`src/rtl/shift_arbiter.sv`:
```
`default_nettype none
// ============================================================================
// Module      : shift_arbiter (with sl_module)
// Description : Round-robin arbiter sharing one 32-bit left shifter between
//               two valid/ready requesters, feeding a one-entry output register.
// Revision    : 1.0 - initial release
// ============================================================================

module sl_module (
    input  logic [31:0] data,
    input  logic        select1,
    input  logic        select2,
    input  logic        select3,
    input  logic        select4,
    input  logic        select5,
    output logic [31:0] result
);
    logic [4:0]  w_sel;
    logic [31:0] w_stage [0:5];

    assign w_sel      = {select5, select4, select3, select2, select1};
    assign w_stage[0] = data;

    // Barrel stages: stage k shifts by 2**k when its select bit is set.
    genvar k;
    generate
        for (k = 0; k < 5; k++) begin : g_stage
            localparam int SH = 1 << k;
            assign w_stage[k+1] = w_sel[k] ? (w_stage[k] << SH) : w_stage[k];
        end
    endgenerate

    assign result = w_stage[5];
endmodule

module shift_arbiter #(
    parameter int WIDTH = 32,
    parameter int SHW   = 5,
    parameter int CNTW  = 16
) (
    input  logic             clk,
    input  logic             reset,
    input  logic             req0_valid,
    output logic             req0_ready,
    input  logic [WIDTH-1:0] req0_data,
    input  logic [SHW-1:0]   req0_amt,
    input  logic             req1_valid,
    output logic             req1_ready,
    input  logic [WIDTH-1:0] req1_data,
    input  logic [SHW-1:0]   req1_amt,
    output logic             out_valid,
    input  logic             out_ready,
    output logic [WIDTH-1:0] out_data,
    output logic             out_id,
    output logic [CNTW-1:0]  ops_done
);
    logic             out_valid_q, out_valid_d;
    logic [WIDTH-1:0] out_data_q,  out_data_d;
    logic             out_id_q,    out_id_d;
    logic             rr_q,        rr_d;
    logic [CNTW-1:0]  ops_done_q,  ops_done_d;

    logic             w_load;
    logic             w_grant0;
    logic             w_grant1;
    logic             w_drain;
    logic [WIDTH-1:0] w_sh_in;
    logic [SHW-1:0]   w_sh_amt;
    logic [WIDTH-1:0] w_sh_out;

    assign w_load  = ~out_valid_q | out_ready;
    assign w_drain = out_valid_q & out_ready;

    // Reset gating keeps both readys low for the whole reset window.
    assign w_grant0 = w_load & ~reset & req0_valid & (~req1_valid | ~rr_q);
    assign w_grant1 = w_load & ~reset & req1_valid & (~req0_valid |  rr_q);

    assign req0_ready = w_grant0;
    assign req1_ready = w_grant1;

    assign w_sh_in  = w_grant1 ? req1_data : req0_data;
    assign w_sh_amt = w_grant1 ? req1_amt  : req0_amt;

    sl_module u_sl (
        .data    (w_sh_in),
        .select1 (w_sh_amt[0]),
        .select2 (w_sh_amt[1]),
        .select3 (w_sh_amt[2]),
        .select4 (w_sh_amt[3]),
        .select5 (w_sh_amt[4]),
        .result  (w_sh_out)
    );

    always_comb begin
        out_valid_d = out_valid_q;
        out_data_d  = out_data_q;
        out_id_d    = out_id_q;
        rr_d        = rr_q;
        ops_done_d  = ops_done_q + {{(CNTW-1){1'b0}}, w_drain};
        if (w_grant0 | w_grant1) begin
            out_valid_d = 1'b1;
            out_data_d  = w_sh_out;
            out_id_d    = w_grant1;
            rr_d        = ~w_grant1;
        end else if (w_drain) begin
            out_valid_d = 1'b0;
        end
    end

    always_ff @(posedge clk or posedge reset) begin
        if (reset) begin
            out_valid_q <= 1'b0;
            out_data_q  <= '0;
            out_id_q    <= 1'b0;
            rr_q        <= 1'b0;
            ops_done_q  <= '0;
        end else begin
            out_valid_q <= out_valid_d;
            out_data_q  <= out_data_d;
            out_id_q    <= out_id_d;
            rr_q        <= rr_d;
            ops_done_q  <= ops_done_d;
        end
    end

    assign out_valid = out_valid_q;
    assign out_data  = out_data_q;
    assign out_id    = out_id_q;
    assign ops_done  = ops_done_q;
endmodule

`default_nettype wire

```
`config.mk`:
```
export PLATFORM = sky130hd
export DESIGN_NAME = shift_arbiter
export DESIGN_NICKNAME = d
export VERILOG_FILES = /design/src/rtl/shift_arbiter.sv
export SDC_FILE = /design/constraint.sdc
export NUM_CORES = 1
export LEC_CHECK = 0
export ABC_AREA = 1
export CAP_MARGIN = 20
export CELL_PAD_IN_SITES_DETAIL_PLACEMENT = 0
export CELL_PAD_IN_SITES_GLOBAL_PLACEMENT = 1
export CORE_MARGIN = 4
export CORE_UTILIZATION = 34
export DETAILED_ROUTE_END_ITERATION = 8
export PLACE_DENSITY_LB_ADDON = 0.1
export SLEW_MARGIN = 20
export SYNTH_ARGS = -nofsm -noshare
export SYNTH_HDL_FRONTEND = slang
export SYNTH_SLANG_ARGS = --single-unit
```
`constraint.sdc`:
```
create_clock -name clk -period 5.83 [get_ports clk]
set_input_delay 0.8745 -clock clk [delete_from_list [all_inputs] [get_ports clk]]
set_output_delay 0.8745 -clock clk [all_outputs]
set_load 0.03 [all_outputs]
```
==> out/metrics.csv <==
stage,metric,value,unit
timing,worst setup skew after layout,0.00631,ns
route,number of nets with antenna violations after detailed routing,0,
worst_setup_path,"Max FO, Critical Path",46,
route,detailed-router iteration count before antenna repair,6,
worst_setup_path,Crit path arrival time,3.17,ns
global_route,pin count of the biggest net entering global routing,52,
cells_and_area,# fillers,1196,
cts,clock root buffer master,sky130_fd_sc_hd__clkbuf_16,
floorplan,number of top-level pins,131,
worst_hold_path,class of the worst hold path,flop to flop,
cells_and_area,"most common cell after layout, fill and taps aside",sky130_fd_sc_hd__nand3_1,
route,total met3 wirelength after detailed routing,824,µm
floorplan,number of cell rows,39,
flow_run,max capacitance violation total,0,
worst_setup_path,kind of capture point of the worst setup path,output port,
worst_setup_path,Critical Path Slowest Stage Cell,sky130_fd_sc_hd__clkdlybuf4s50_1,
timing,transition time at the pin with the least slew margin,0.983,ns
route,Post-Route WL,13900,µm
place,RD Place Congestion,0.882,
worst_setup_path,critical path startpoint category,input port,
floorplan,starting utilization of the core area,34.9,%
synthesis,synthesized instance count,629,
global_route,gr ovfl total,0,
global_route,antenna violations before repair,0,
cts,CTS tree,built,
timing,crit path time final,4.04,ns
timing,RSZ-0062 raised after global routing,false,
synthesis,distinct cell type count of the synthesized netlist,28,
timing,Tcrit/Tclk final,69.4,%
worst_setup_path,ordered list of cells on the worst path,clkdlybuf4s50_1 > inv_2 > a21oi_4 > buf_4 > nand2_4 > inv_1 > clkdlybuf4s50_1,
worst_setup_path,maximum cell stage delay along the critical path,0.69,ns
synthesis,syn nets,710,
global_route,overall fraction of global-route tracks in use,20.2,%
timing,number of hold-slack violations in the final timing report,0,
cts,number of clock sinks,51,
worst_setup_path,setup slack of the most critical reg-to-reg path,2.68,ns
place,number of buffers added on ports,130,
timing,Post-Route Hold Slack,0.483,ns
cts,deepest clock path buffer count,2,
synthesis,mean instance size in the synthesized netlist,6.39,µm²
run_status,result of the run,"finished, final reports clean",
route,vias after detailed routing,4626,
cts,clock-pin slew of the registers on the worst-case setup and hold paths,0.07,ns
cts,Post-CTS Hold Fix Bufs,0,
cts,insertion delay to the later sink of the worst-skew pair,0.29,ns
synthesis,cell area after synthesis,0.00402,mm²
global_route,wire length of the first global-routing pass,22100,µm
timing,worst setup slack after layout,1.79,ns
cells_and_area,final net count,813,
power,leakage power figure,2.65,nW
route,top routing layer used,met4,
synthesis,Synth Register Bits,51,
global_route,via count of the first global-routing pass,4578,
place,minimum setup slack after placement,1.71,ns
cts,post-cts resize count,0,
cts,CTS H-tree depth,2,
timing,Setup Total Neg Slack,0,ns
worst_setup_path,data required time of the worst path,4.96,ns
timing,worst slew margin relative to its limit,34.3,%
route,average vias per placed instance,5.28,
route,DRT iter0 DRCs,390,
cells_and_area,area overhead of the layout relative to synthesis,37.5,%
cells_and_area,total inserted antenna cells,0,
cells_and_area,fraction of final layout cells with drive strength greater than 1,3.41,%
timing,count of endpoints failing setup in the final report,0,
worst_setup_path,startpoint-to-endpoint class of the critical path,input port to output port,
floorplan,floorplan die area,0.0136,mm²
floorplan,floorplan die height,117,µm
cts,clock buffer count from CTS,5,
floorplan,die extent in x,117,µm
place,detailed-placement wirelength estimate,10600,µm
synthesis,sequential share of the synthesized area,31.8,%
timing,highest clock rate,247,MHz
timing,max-slew violation count,0,
cts,Post-CTS Setup Repair Bufs,0,
synthesis,total number of yosys warnings,0,
route,count of unresolved DRC violations after routing,0,
worst_setup_path,cell with the most instances on the worst path,sky130_fd_sc_hd__clkdlybuf4s50_1,
power,power per cell area,327,mW/mm²
route,Routed WL per cell,15.8,µm
floorplan,Core Region,0.0115,mm²
cells_and_area,"commonest cells after routing, fill and taps aside","sky130_fd_sc_hd__nand3_1 (244), sky130_fd_sc_hd__nand2_1 (214), sky130_fd_sc_hd__clkdlybuf4s50_1 (130)",
route,routed wl met2,7100,µm
route,Met1 Wirelength,5760,µm
power,Peak VDD IR,0.000176,V
==> final cells by class <==
type,count,area (µm²),area share [%]
Tap cell,143,179,3.24
Clock buffer,6,129,2.33
Clock inverter,2,60.1,1.09
Sequential cell,51,1280,23.1
Multi-Input combinational cell,511,2430,44.0
Inverter,27,103,1.86
Timing Repair Buffer,136,1350,24.4
==> final timing paths <==
kind,from,depth (start not counted),to
max,out_ready,7,req1_ready
min,ops_done[15]$_DFF_PP0_,1,ops_done[15]$_DFF_PP0_
max reg2reg,out_valid$_DFFE_PP0P_,12,out_data[25]$_DFFE_PP0P_
min reg2reg,ops_done[15]$_DFF_PP0_,1,ops_done[15]$_DFF_PP0_
max in group asynchronous,reset,2,out_data[27]$_DFFE_PP0P_
min in group asynchronous,reset,2,ops_done[12]$_DFF_PP0_
==> synth_stat cells <==
cell / instances / area [µm²]
sky130_fd_sc_hd__nand3_1: 244 / 1220
sky130_fd_sc_hd__o21ai_1: 3 / 15.0
sky130_fd_sc_hd__a22oi_1: 1 / 7.51
sky130_fd_sc_hd__a21oi_1: 1 / 5.00
sky130_fd_sc_hd__o211ai_1: 1 / 7.51
sky130_fd_sc_hd__buf_4: 3 / 22.5
sky130_fd_sc_hd__xnor2_1: 4 / 35.0
sky130_fd_sc_hd__ha_1: 2 / 25.0
sky130_fd_sc_hd__nand2_1: 214 / 803
sky130_fd_sc_hd__buf_2: 25 / 125
sky130_fd_sc_hd__inv_1: 22 / 82.6
sky130_fd_sc_hd__nand2_4: 1 / 11.3
sky130_fd_sc_hd__nor3_1: 5 / 25.0
sky130_fd_sc_hd__o21ai_0: 3 / 15.0
sky130_fd_sc_hd__buf_6: 2 / 22.5
sky130_fd_sc_hd__dfrtp_1: 51 / 1280
sky130_fd_sc_hd__buf_1: 1 / 3.75
sky130_fd_sc_hd__a21oi_4: 2 / 32.5
sky130_fd_sc_hd__inv_2: 5 / 18.8
sky130_fd_sc_hd__o21bai_1: 1 / 7.51
sky130_fd_sc_hd__o21ai_4: 2 / 32.5
sky130_fd_sc_hd__nor2_1: 7 / 26.3
sky130_fd_sc_hd__clkbuf_1: 9 / 33.8
sky130_fd_sc_hd__a22o_1: 3 / 26.3
sky130_fd_sc_hd__xor2_1: 10 / 87.6
sky130_fd_sc_hd__o21ai_2: 1 / 8.76
sky130_fd_sc_hd__nand4_1: 3 / 18.8
sky130_fd_sc_hd__nand3b_1: 3 / 22.5
==> state kept, by name, summed over array words and instances (netlist names) <==
| register | count |
|---|---|
| out_data | 32 |
| ops_done | 16 |
| out_valid | 1 |
| out_id | 1 |
| rr_q | 1 |
==> kinds of logic (layout without fill, tap and decap cells) <==
logic type | count (synthesis) | count (layout) | share of synthesized area [%]
AOI/OAI and AO/OA | 18 | 18 | 3.92
xor gates and xnor gates | 14 | 14 | 3.05
adders and majority gates | 2 | 2 | 0.623
buffers and inverters | 67 | 171 | 7.69
DFF | 51 | 51 | 31.8
and+or+nand+nor | 477 | 477 | 53.0
==> per-layer routing <==
layer	vias up	track usage, %
met5	-	0
met4	0	3.75
met3	17	3.89
met2	149	37.2
met1	2143	24.4
li1	2317	-
==> where the power goes <==
part | internal (mW) | total (mW) | switching, mW
logic | 0.348 | 0.916 | 0.568
clock network | 0.246 | 0.375 | 0.129
registers | 0.450 | 0.517 | 0.0667
==> through the flow <==
stage | cell area [µm²] | power, mW | std cells | utilization (%)
floorplan | 4020 | 1.08 | 629 | -
global placement | 5340 | 1.43 | 868 | 46.3
detailed placement | 5340 | 1.44 | 868 | 46.3
CTS | 5530 | 1.82 | 876 | 48.0
global route | 5530 | 1.93 | 876 | 48.0
finish | 5530 | 1.81 | 876 | 48.0
==> critical path, delay by kind of cell <==
kind / cells / cell delay, ns
buffers and inverters: 5 / 1.80
and+or+nand+nor: 1 / 0.36
AOI/OAI and AO/OA: 1 / 0.10
(Power assumes the default switching activity.)
